==> config.mk <==
export PLATFORM = sky130hd
export DESIGN_NAME = bus_interconnect
export DESIGN_NICKNAME = d
export VERILOG_FILES = /design/src/rtl/bus_interconnect.sv
export SDC_FILE = /design/constraint.sdc
export NUM_CORES = 1
export LEC_CHECK = 0
export ABC_AREA = 1
export CAP_MARGIN = 20
export CORE_ASPECT_RATIO = 1.1
export CORE_MARGIN = 5
export CORE_UTILIZATION = 23
export CTS_BUF_LIST = sky130_fd_sc_hd__clkbuf_4 sky130_fd_sc_hd__clkbuf_8
export CTS_CLUSTER_DIAMETER = 40
export DETAILED_ROUTE_END_ITERATION = 10
export SLEW_MARGIN = 20
export SYNTH_ARGS = -nofsm -noshare
export SYNTH_HDL_FRONTEND = slang
export SYNTH_SLANG_ARGS = --single-unit
==> constraint.sdc <==
create_clock -name clk -period 6.77 [get_ports clk]
set_clock_uncertainty 0.15 [all_clocks]
set_input_delay 1.354 -clock clk [delete_from_list [all_inputs] [get_ports clk]]
set_output_delay 1.354 -clock clk [all_outputs]
set_load 0.01 [all_outputs]
==> src/rtl/bus_interconnect.sv <==
// Single-master address-decode interconnect: routes one CPU data request to one of
// NUM_SLAVES base/mask regions with handshake, wait states, timeout and error reporting.
module bus_interconnect #(
  parameter int unsigned                  NUM_SLAVES     = 3,
  parameter logic [NUM_SLAVES*16-1:0]     SLAVE_BASE     = {16'h2000, 16'h1000, 16'h0000},
  parameter logic [NUM_SLAVES*16-1:0]     SLAVE_MASK     = {16'hFFFF, 16'hFFFF, 16'hFFFF},
  parameter int unsigned                  TIMEOUT_CYCLES = 16,
  parameter logic [31:0]                  ERR_RDATA      = 32'hDEADBEEF
) (
  input  logic                         clk,
  input  logic                         rst,
  input  logic                         m_valid,
  input  logic                         m_we,
  input  logic [31:0]                  m_addr,
  input  logic [31:0]                  m_wdata,
  input  logic [3:0]                   m_wstrb,
  output logic                         m_ready,
  output logic [31:0]                  m_rdata,
  output logic                         m_err,
  output logic [NUM_SLAVES-1:0]        s_sel,
  output logic                         s_we,
  output logic [31:0]                  s_addr,
  output logic [31:0]                  s_wdata,
  output logic [3:0]                   s_wstrb,
  input  logic [NUM_SLAVES-1:0]        s_ready,
  input  logic [NUM_SLAVES*32-1:0]     s_rdata,
  output logic [15:0]                  err_count,
  output logic [31:0]                  last_err_addr
);

  localparam int unsigned IW = (NUM_SLAVES > 1) ? $clog2(NUM_SLAVES) : 1;
  localparam int unsigned CW = (TIMEOUT_CYCLES > 1) ? $clog2(TIMEOUT_CYCLES) : 1;
  localparam logic [CW-1:0] CNT_LAST = (TIMEOUT_CYCLES == 0) ? '0 : CW'(TIMEOUT_CYCLES - 1);

  localparam logic [1:0] ST_IDLE   = 2'd0;
  localparam logic [1:0] ST_ACCESS = 2'd1;
  localparam logic [1:0] ST_RESP   = 2'd2;

  logic [1:0]    state;
  logic          hit;
  logic [IW-1:0] hit_idx;
  logic [IW-1:0] sel_idx;
  logic [CW-1:0] cnt;
  logic          sel_ready;
  logic [31:0]   sel_rdata;
  logic          timeout;

  // Ascending scan with a found flag so the lowest matching index wins.
  always_comb begin
    hit     = 1'b0;
    hit_idx = '0;
    for (int unsigned k = 0; k < NUM_SLAVES; k++) begin
      if (!hit && ((m_addr[31:16] & SLAVE_MASK[16*k +: 16]) ==
                   (SLAVE_BASE[16*k +: 16] & SLAVE_MASK[16*k +: 16]))) begin
        hit     = 1'b1;
        hit_idx = IW'(k);
      end
    end
  end

  assign sel_ready = s_ready[sel_idx];
  assign sel_rdata = s_rdata[32*sel_idx +: 32];
  assign timeout   = (TIMEOUT_CYCLES != 0) && (cnt == CNT_LAST);

  always_ff @(posedge clk or posedge rst) begin
    if (rst) begin
      state         <= ST_IDLE;
      m_ready       <= 1'b0;
      m_rdata       <= '0;
      m_err         <= 1'b0;
      s_sel         <= '0;
      s_we          <= 1'b0;
      s_addr        <= '0;
      s_wdata       <= '0;
      s_wstrb       <= '0;
      sel_idx       <= '0;
      cnt           <= '0;
      err_count     <= '0;
      last_err_addr <= '0;
    end else begin
      m_ready <= 1'b0;
      case (state)
        ST_IDLE: begin
          if (m_valid) begin
            if (hit) begin
              s_addr  <= m_addr;
              s_wdata <= m_wdata;
              s_wstrb <= m_wstrb;
              s_we    <= m_we;
              s_sel   <= NUM_SLAVES'(1) << hit_idx;
              sel_idx <= hit_idx;
              cnt     <= '0;
              state   <= ST_ACCESS;
            end else begin
              m_ready       <= 1'b1;
              m_rdata       <= ERR_RDATA;
              m_err         <= 1'b1;
              last_err_addr <= m_addr;
              if (err_count != 16'hFFFF) err_count <= err_count + 16'd1;
              state         <= ST_RESP;
            end
          end
        end
        ST_ACCESS: begin
          if (sel_ready) begin
            m_ready <= 1'b1;
            m_rdata <= s_we ? '0 : sel_rdata;
            m_err   <= 1'b0;
            s_sel   <= '0;
            s_we    <= 1'b0;
            state   <= ST_RESP;
          end else if (timeout) begin
            m_ready       <= 1'b1;
            m_rdata       <= ERR_RDATA;
            m_err         <= 1'b1;
            s_sel         <= '0;
            s_we          <= 1'b0;
            last_err_addr <= s_addr;
            if (err_count != 16'hFFFF) err_count <= err_count + 16'd1;
            state         <= ST_RESP;
          end else begin
            cnt <= cnt + 1'b1;
          end
        end
        ST_RESP: state <= ST_IDLE;
        default: state <= ST_IDLE;
      endcase
    end
  end

endmodule

# == Yosys cells after proc, flatten, opt, wreduce, memory -nomap -nowiden ==
# Index checks and enable logic that the tools add are counted.
# totals
register_bits,162
out_inout_bits,154
word_cells,97
# op_classes
add_sub_neg,2
n_lt_le_gt_ge,1
eq_ne,12
n_shift,2
n_mux,54
reduce_logical,13
# op_table
op,count
2-to-1 mux 32 bit,9
case mux 32 bit (2 select lines),2
indexed part select 96 x 8 -> 32 bit,1
2-to-1 mux 16 bit,5
case mux 16 bit (2 select lines),1
2-to-1 mux 1 bit,17
"adder 16 x 1 -> 16 bit, second input constant",1
"== test 16 x 13 -> 1 bit, second input constant",1
"== test 16 x 14 -> 1 bit, second input constant",1
logical NOT 16 bit,1
2-to-1 mux 4 bit,4
"!= test 16 bit, second input constant",1
2-to-1 mux 3 bit,4
"!= test 2 bit, second input constant",6
2-to-1 mux 2 bit,5
AND reduction 5 bit,2
case mux 4 bit (2 select lines),1
AND reduction 4 bit,2
case mux 1 bit (2 select lines),3
case mux 3 bit (2 select lines),1
"adder 4 x 1 -> 4 bit, second input constant",1
"== test 4 bit, second input constant",1
case mux 2 bit (2 select lines),1
"less-than comparator 2 x 3 -> 1 bit, second input constant",1
10 further kinds,12

# == Logic depth before layout (Yosys ltp) ==
# Gate-level depths: netlist of run 1.
# logic_depth
word_depth,12
depth_mapped,11

# == Least setup slack after synthesis of run 1 ==
# Ideal clock, no wire load.
# synth_timing
path_type,input-to-reg
startpoint,input port m_addr[22]
endpoint,register last_err_addr[0]
setup_ns,0.117
arrival_time_ns,2.397
required_ns,6.503
slack_ns,4.106
path_stages,10
n_path_buf,2
path_cell_list,nor2_1 -> nand2_1 -> nor2_4 -> nand3_1 -> nand2_2 -> nand2_1 -> buf_6 -> buf_6 -> nand3_1 -> nand2_1
# synth_between
elab_chain_cells,10
elab_cells_between_ends,12
classes_between,eq/ne: 3; mux: 3; reduce/logical: 6
# synth_lines
element,line_no,rtl
start: declaration,14,"input logic [31:0] m_addr,"
logical NOT 16 bit,53,if (!hit && ((m_addr[31:16] & SLAVE_MASK[16*k +: 16]) ==
2-to-1 mux 1 bit,53,
logical NOT 1 bit,53,
logical AND 1 bit,53,
2-to-1 mux 1 bit,53,
logical NOT 1 bit,53,
logical AND 1 bit,53,
2-to-1 mux 1 bit (*),53,
!= test 2 bit (no source line) (*),--,
AND reduction 5 bit (no source line) (*),--,
end signal: assignment,98,last_err_addr <= m_addr;
end signal: assignment,118,last_err_addr <= s_addr;
end: declaration,28,output logic [31:0] last_err_addr
# Mark *: on every way between the ends. The rest lies on a longest branch, timed or not.
# A chain may end at the register's enable or synchronous reset.

# == Final worst setup path of run 1 ==
# layout_timing
startpoint,input port m_addr[31]
endpoint,register s_wdata[9]
# layout_between
elab_chain_cells,9
elab_cells_between_ends,11
classes_between,eq/ne: 2; mux: 3; reduce/logical: 6
# layout_lines
element,line_no,rtl
logical NOT 16 bit,53,
2-to-1 mux 1 bit,53,
logical NOT 1 bit,53,
logical AND 1 bit,53,
2-to-1 mux 1 bit,53,
logical NOT 1 bit,53,
logical AND 1 bit,53,
2-to-1 mux 1 bit (*),53,
AND reduction 3 bit (no source line) (*),--,
end signal: assignment,87,s_wdata <= m_wdata;
end: declaration,23,"output logic [31:0] s_wdata,"
# Marks and branches as above.

==> metrics, run 1 <==
io pins=325; CP dominant cell by count=nand2_1; Routed wire per std cell=15.6 um; Slew Viols, Final=0; DIE AREA=38,500 sq um; setup TNS=0 ns; final setup fails=0; post-synthesis cell area=7970 sq um; CORE AREA=34,200 sq um; Setup crit end kind=flip-flop; sequential fraction of the synthesis area=50.9%; clock-pin slew on the worst setup and hold paths=0.10 ns; P per Cell Area=256 nW/um^2; post-cts sizing count=0; Max stage delay on crit path=0.74 ns; Relative slew margins=29.1%; total CTS buffers=17; H-tree depth=4; PortBufs=324; Ys Warns=0; TritonRoute pass-1 iters=4; CTS root buf=clkbuf_8; commonest non-fill, non-tap cell in the layout=nand2_1; Worst Path Required=7.02 ns; Layout area overhead=50.3%; die height=205 um; total grt overflow=0; worst-skew pair later-pin latency=0.46 ns; Yosys cell types=32; Final Hold Viols=0; CTS tree=yes; crit-path max FO=40; unrepaired setup endpoints after global routing=no; fin nets=1,498; Sink Count=162; VDD IR-drop max=0.188 mV; Worst R2R Setup Slack=3.42 ns; DR vias=7,733; status=finished clean; hpwl dp=19,800 um; largest net degree at the start of global routing=163; post-CTS setup buffers=0; crit path time final=3.51 ns; CP Class=in -> reg; die width=187 um; fin crit share=51.9%; hold crit path type=reg -> reg; first-pass GRT wire length=44,300 um; initial DRC count=314; slowest cell on the critical path=nor2_4; Core Rows=71; P_leak=5.56 nW; Slew @ Worst Pin=1.06 ns; Starting Density=23.3%; clock tree buffer depth=2; antenna violations before repair=0; Routed Wire Length=27,800 um; WP data arrival=3.77 ns; share of cells above drive strength 1=5.31%; Hold WS=0.328 ns; Mapped Cells=1,032; hold buffer count at cts=0; crit start category=primary input; vias in the first global route=7,867; CP Cell Sequence=clkdlybuf4s50_1 -> nor2_1 -> nand2_1 -> inv_1 -> nand4_4 -> nor2_4 -> buf_4 -> nand2_1 -> nand2_1; Mapped Nets=1,205; Syn Area/Cell=7.72 sq um; Post-DRT Antenna Nets=0; Max Freq=285 MHz; most frequent cells in the layout=nand2_1 (370), clkdlybuf4s50_1 (324), dfrtp_1 (162); global placement routability congestion=0.791; Avg Vias per Cell=4.35; GRT Util Overall=14.3%; max cap viols=0; flops & latches, synth=162; DRC=0
==> through the flow <==
stage / util [%] / setup slack (ns) / area (sq um) / cells / power [mW]
after CTS: 35.0 / 2.89 / 12000 / 1776 / 3.13
after floorplan: - / 0.889 / 7970 / 1032 / 1.81
after detailed placement: 33.7 / 2.68 / 11500 / 1744 / 2.32
after global placement: 33.7 / 2.73 / 11500 / 1744 / 2.31
final: 35.0 / 3.26 / 12000 / 1777 / 3.06
after global routing: 35.0 / 2.99 / 12000 / 1776 / 3.29
==> sequential cells by signal (all words and copies together) (netlist names) <==
register	flops
cnt	4
err_count	16
last_err_addr	32
m_err	1
m_rdata	32
m_ready	1
s_addr	32
s_sel	3
s_wdata	32
s_we	1
s_wstrb	4
sel_idx	2
state	2
==> final cells by class <==
type | count | area [sq um]
clock buffers | 17 | 234
fillers | 3570 | 22200
repair buffers | 330 | 3300
inverters | 81 | 312
flip-flops and latches | 162 | 4050
clock inverters | 15 | 196
well taps | 438 | 548
diodes | 1 | 2.50
multi-input cells | 733 | 3330
==> per-layer routing <==
metal | vias up | global-route usage, % | routed length [um] | share of wire, %
li1 | 3865 | - | - | -
met3 | 12 | 5.96 | 2740 | 9.9
met4 | 0 | 3.36 | 295 | 1.1
met2 | 286 | 23.1 | 13000 | 47
met1 | 3570 | 18.0 | 11800 | 42
met5 | - | 0 | 0 | 0
==> critical path: cells and delay by family <==
family | cells | cell delay, ns
AND/OR/NAND/NOR | 6 | 1.48
buffers and inverters | 3 | 0.92
==> power by group <==
part,switching (mW),total [mW],internal [mW]
Clock,0.421,0.799,0.378
Sequential,0.100,1.20,1.10
Combinational,0.643,1.07,0.426
==> synthesized netlist by cell type, drive strengths merged <==
| library cell | count | area [sq um] |
|---|---|---|
| nand2 | 378 | 1440 |
| dfrtp | 162 | 4050 |
| nor2 | 94 | 399 |
| o21ai | 86 | 430 |
| inv | 80 | 303 |
| nand3 | 72 | 380 |
| a21oi | 55 | 302 |
| buf | 29 | 189 |
| clkbuf | 27 | 103 |
| o22ai | 24 | 150 |
| xnor2 | 8 | 70.1 |
| nand4 | 6 | 52.6 |
| xor2 | 5 | 43.8 |
| ha | 2 | 25.0 |
| clkinv | 1 | 3.75 |
| nand3b | 1 | 7.51 |
| nor3 | 1 | 5.00 |
| or2 | 1 | 6.26 |
==> kinds of logic (layout without fill, tap and decap cells) <==
family,count (synthesis),after routing,share of synthesized area (%)
AO/OA/AOI/OAI,165,165,11.1
AND/OR/NAND/NOR,553,553,28.8
other,0,1,0
adder cells (fa/ha/maj),2,2,0.314
XOR/XNOR,13,13,1.43
flip-flops,162,162,50.9
buffers and inverters,137,443,7.51
==> final timing paths <==
| kind | from | depth (start not counted) | end |
|---|---|---|---|
| max | m_addr[31] | 9 | s_wdata[9] |
| min | m_err | 2 | m_err |
| max reg2reg | state[1] | 7 | last_err_addr[11] |
| min reg2reg | m_err | 2 | m_err |
| max in group asynchronous | rst | 3 | m_rdata[18] |
| min in group asynchronous | rst | 3 | m_rdata[17] |
(Power assumes the default switching activity.)
==> run 2, diff against run 1 <==
==> constraint.sdc (replaced) <==
create_clock -name clk -period 3.1 [get_ports clk]
set_clock_uncertainty 0.15 [all_clocks]
set_input_delay 0.62 -clock clk [delete_from_list [all_inputs] [get_ports clk]]
set_output_delay 0.62 -clock clk [all_outputs]
set_load 0.01 [all_outputs]
==> run 2 against run 1 <==
Net effect:
- total power increased by 120%
- final cell count increased by 0.51%
- sequential share of layout area decreased by 0.18 points
- flip-flop and latch count unchanged
==> metrics, run 2 (synthesized netlist as in run 1, its figures left out) <==
status=finished clean; Starting Density=23.3%; P per Cell Area=549 nW/um^2; largest net degree at the start of global routing=88; DRC=0; hpwl dp=20,500 um; ANT cells=0; Routed Wire Length=27,700 um; Slew Viols, Final=0; crit-path max FO=9; VDD IR-drop max=0.273 mV; crit path buf inv count=1; slowest cell on the critical path=clkdlybuf4s50_1; most frequent cells in the layout=nand2_1 (370), clkdlybuf4s50_1 (324), dfrtp_1 (162); fin crit share=76.9%; hold buffer count at cts=0; fin nets=1,508; io pins=325; die height=205 um; non-filler cells, final=1,786; clock tree buffer depth=2; Max Freq=419 MHz; CP Cell Sequence=clkdlybuf4s50_1; TritonRoute pass-1 iters=5; GRT Util Overall=14.1%; crit path time final=2.38 ns; CTS tree=yes; Core Rows=71; global placement routability congestion=0.801; CP top delay family=buffers and inverters; initial DRC count=309; worst-skew pair later-pin latency=0.46 ns; Avg Vias per Cell=4.35; Final Hold Viols=0; hold crit path type=in -> async; CTS root buf=clkbuf_8; post-cts sizing count=0; share of cells above drive strength 1=6.01%; clock-pin slew on the worst setup and hold paths=0.09 ns; Worst Path Required=2.33 ns; crit start category=flip-flop; Routed wire per std cell=15.5 um; vias in the first global route=7,852; total CTS buffers=17; Placed Cells incl. Taps=1,754; Setup crit end kind=output port; PortBufs=324; commonest non-fill, non-tap cell in the layout=nand2_1; Layout area overhead=51.1%; Relative slew margins=50.9%; WP data arrival=1.61 ns; die width=187 um; post-CTS setup buffers=0; antenna violations before repair=0; max cap viols=0; H-tree depth=4; total grt overflow=0; Max stage delay on crit path=0.61 ns; CP Class=reg -> out; Sink Count=162; first-pass GRT wire length=43,500 um; Post-DRT Antenna Nets=0; Fillers=3,567; setup TNS=0 ns; unrepaired setup endpoints after global routing=no; DR vias=7,768; P_leak=5.60 nW; final setup fails=0; DIE AREA=38,500 sq um; CORE AREA=34,200 sq um; Slew @ Worst Pin=0.732 ns
-- run 2: cell count changes in the layout (fill, tap and decap cells not counted), sizes merged --
cell      previous run  this run
buf                  6        16
clkinv               4         7
clkinvlp             2         4
bufinv               3         2
diode                1         0
inv                 87        83
-- run 2: worst paths after layout --
check                            start                end  slack, ns  cells after the start
max                               s_we               s_we       0.72                      1
min                                rst  last_err_addr[20]       0.31                      2
max reg2reg                 sel_idx[1]  last_err_addr[21]       0.91                      9
min reg2reg                m_rdata[22]        m_rdata[22]       0.32                      2
max in group asynchronous          rst   last_err_addr[6]       1.71                      3
min in group clk           m_rdata[22]        m_rdata[22]       0.32                      2
-- run 2: final cells by class --
type,count,area (sq um),area share (%)
clock buffers,17,234,1.94
clock inverters,15,158,1.31
inverters,81,310,2.58
multi-input cells,733,3320,27.6
flip-flops and latches,162,4050,33.7
well taps,438,548,4.55
repair buffers,340,3410,28.4
-- run 2: routing by layer --
metal  routed length (um)  vias to the layer above  GRT usage, %  part of all wire [%]
met5                    0                        -             0                     0
li1                     -                     3878             -                     -
met3                 2390                       23          5.55                   8.6
met2                13100                      281          23.8                    47
met4                  410                        0          3.49                   1.5
met1                11800                     3586          17.0                    43
-- run 2: power breakdown --
group,total [mW],internal (mW),switching [mW]
clock network,1.61,0.724,0.889
registers,2.62,2.39,0.227
logic,2.38,0.994,1.38
total,6.61,4.11,2.50
-- run 2: per-stage QoR --
stage	hold WS, ns	total power [mW]	utilization (%)	setup slack (ns)	cell area (sq um)
final	0.312	6.61	35.2	0.716	12000
after global routing	0.286	7.09	35.2	0.605	12000
after CTS	0.280	6.75	35.2	0.668	12000
after detailed placement	0.308	5.09	34.1	0.345	11600
after global placement	0.303	5.08	34.1	0.370	11600
after floorplan	0.318	3.95	-	0.273	7970
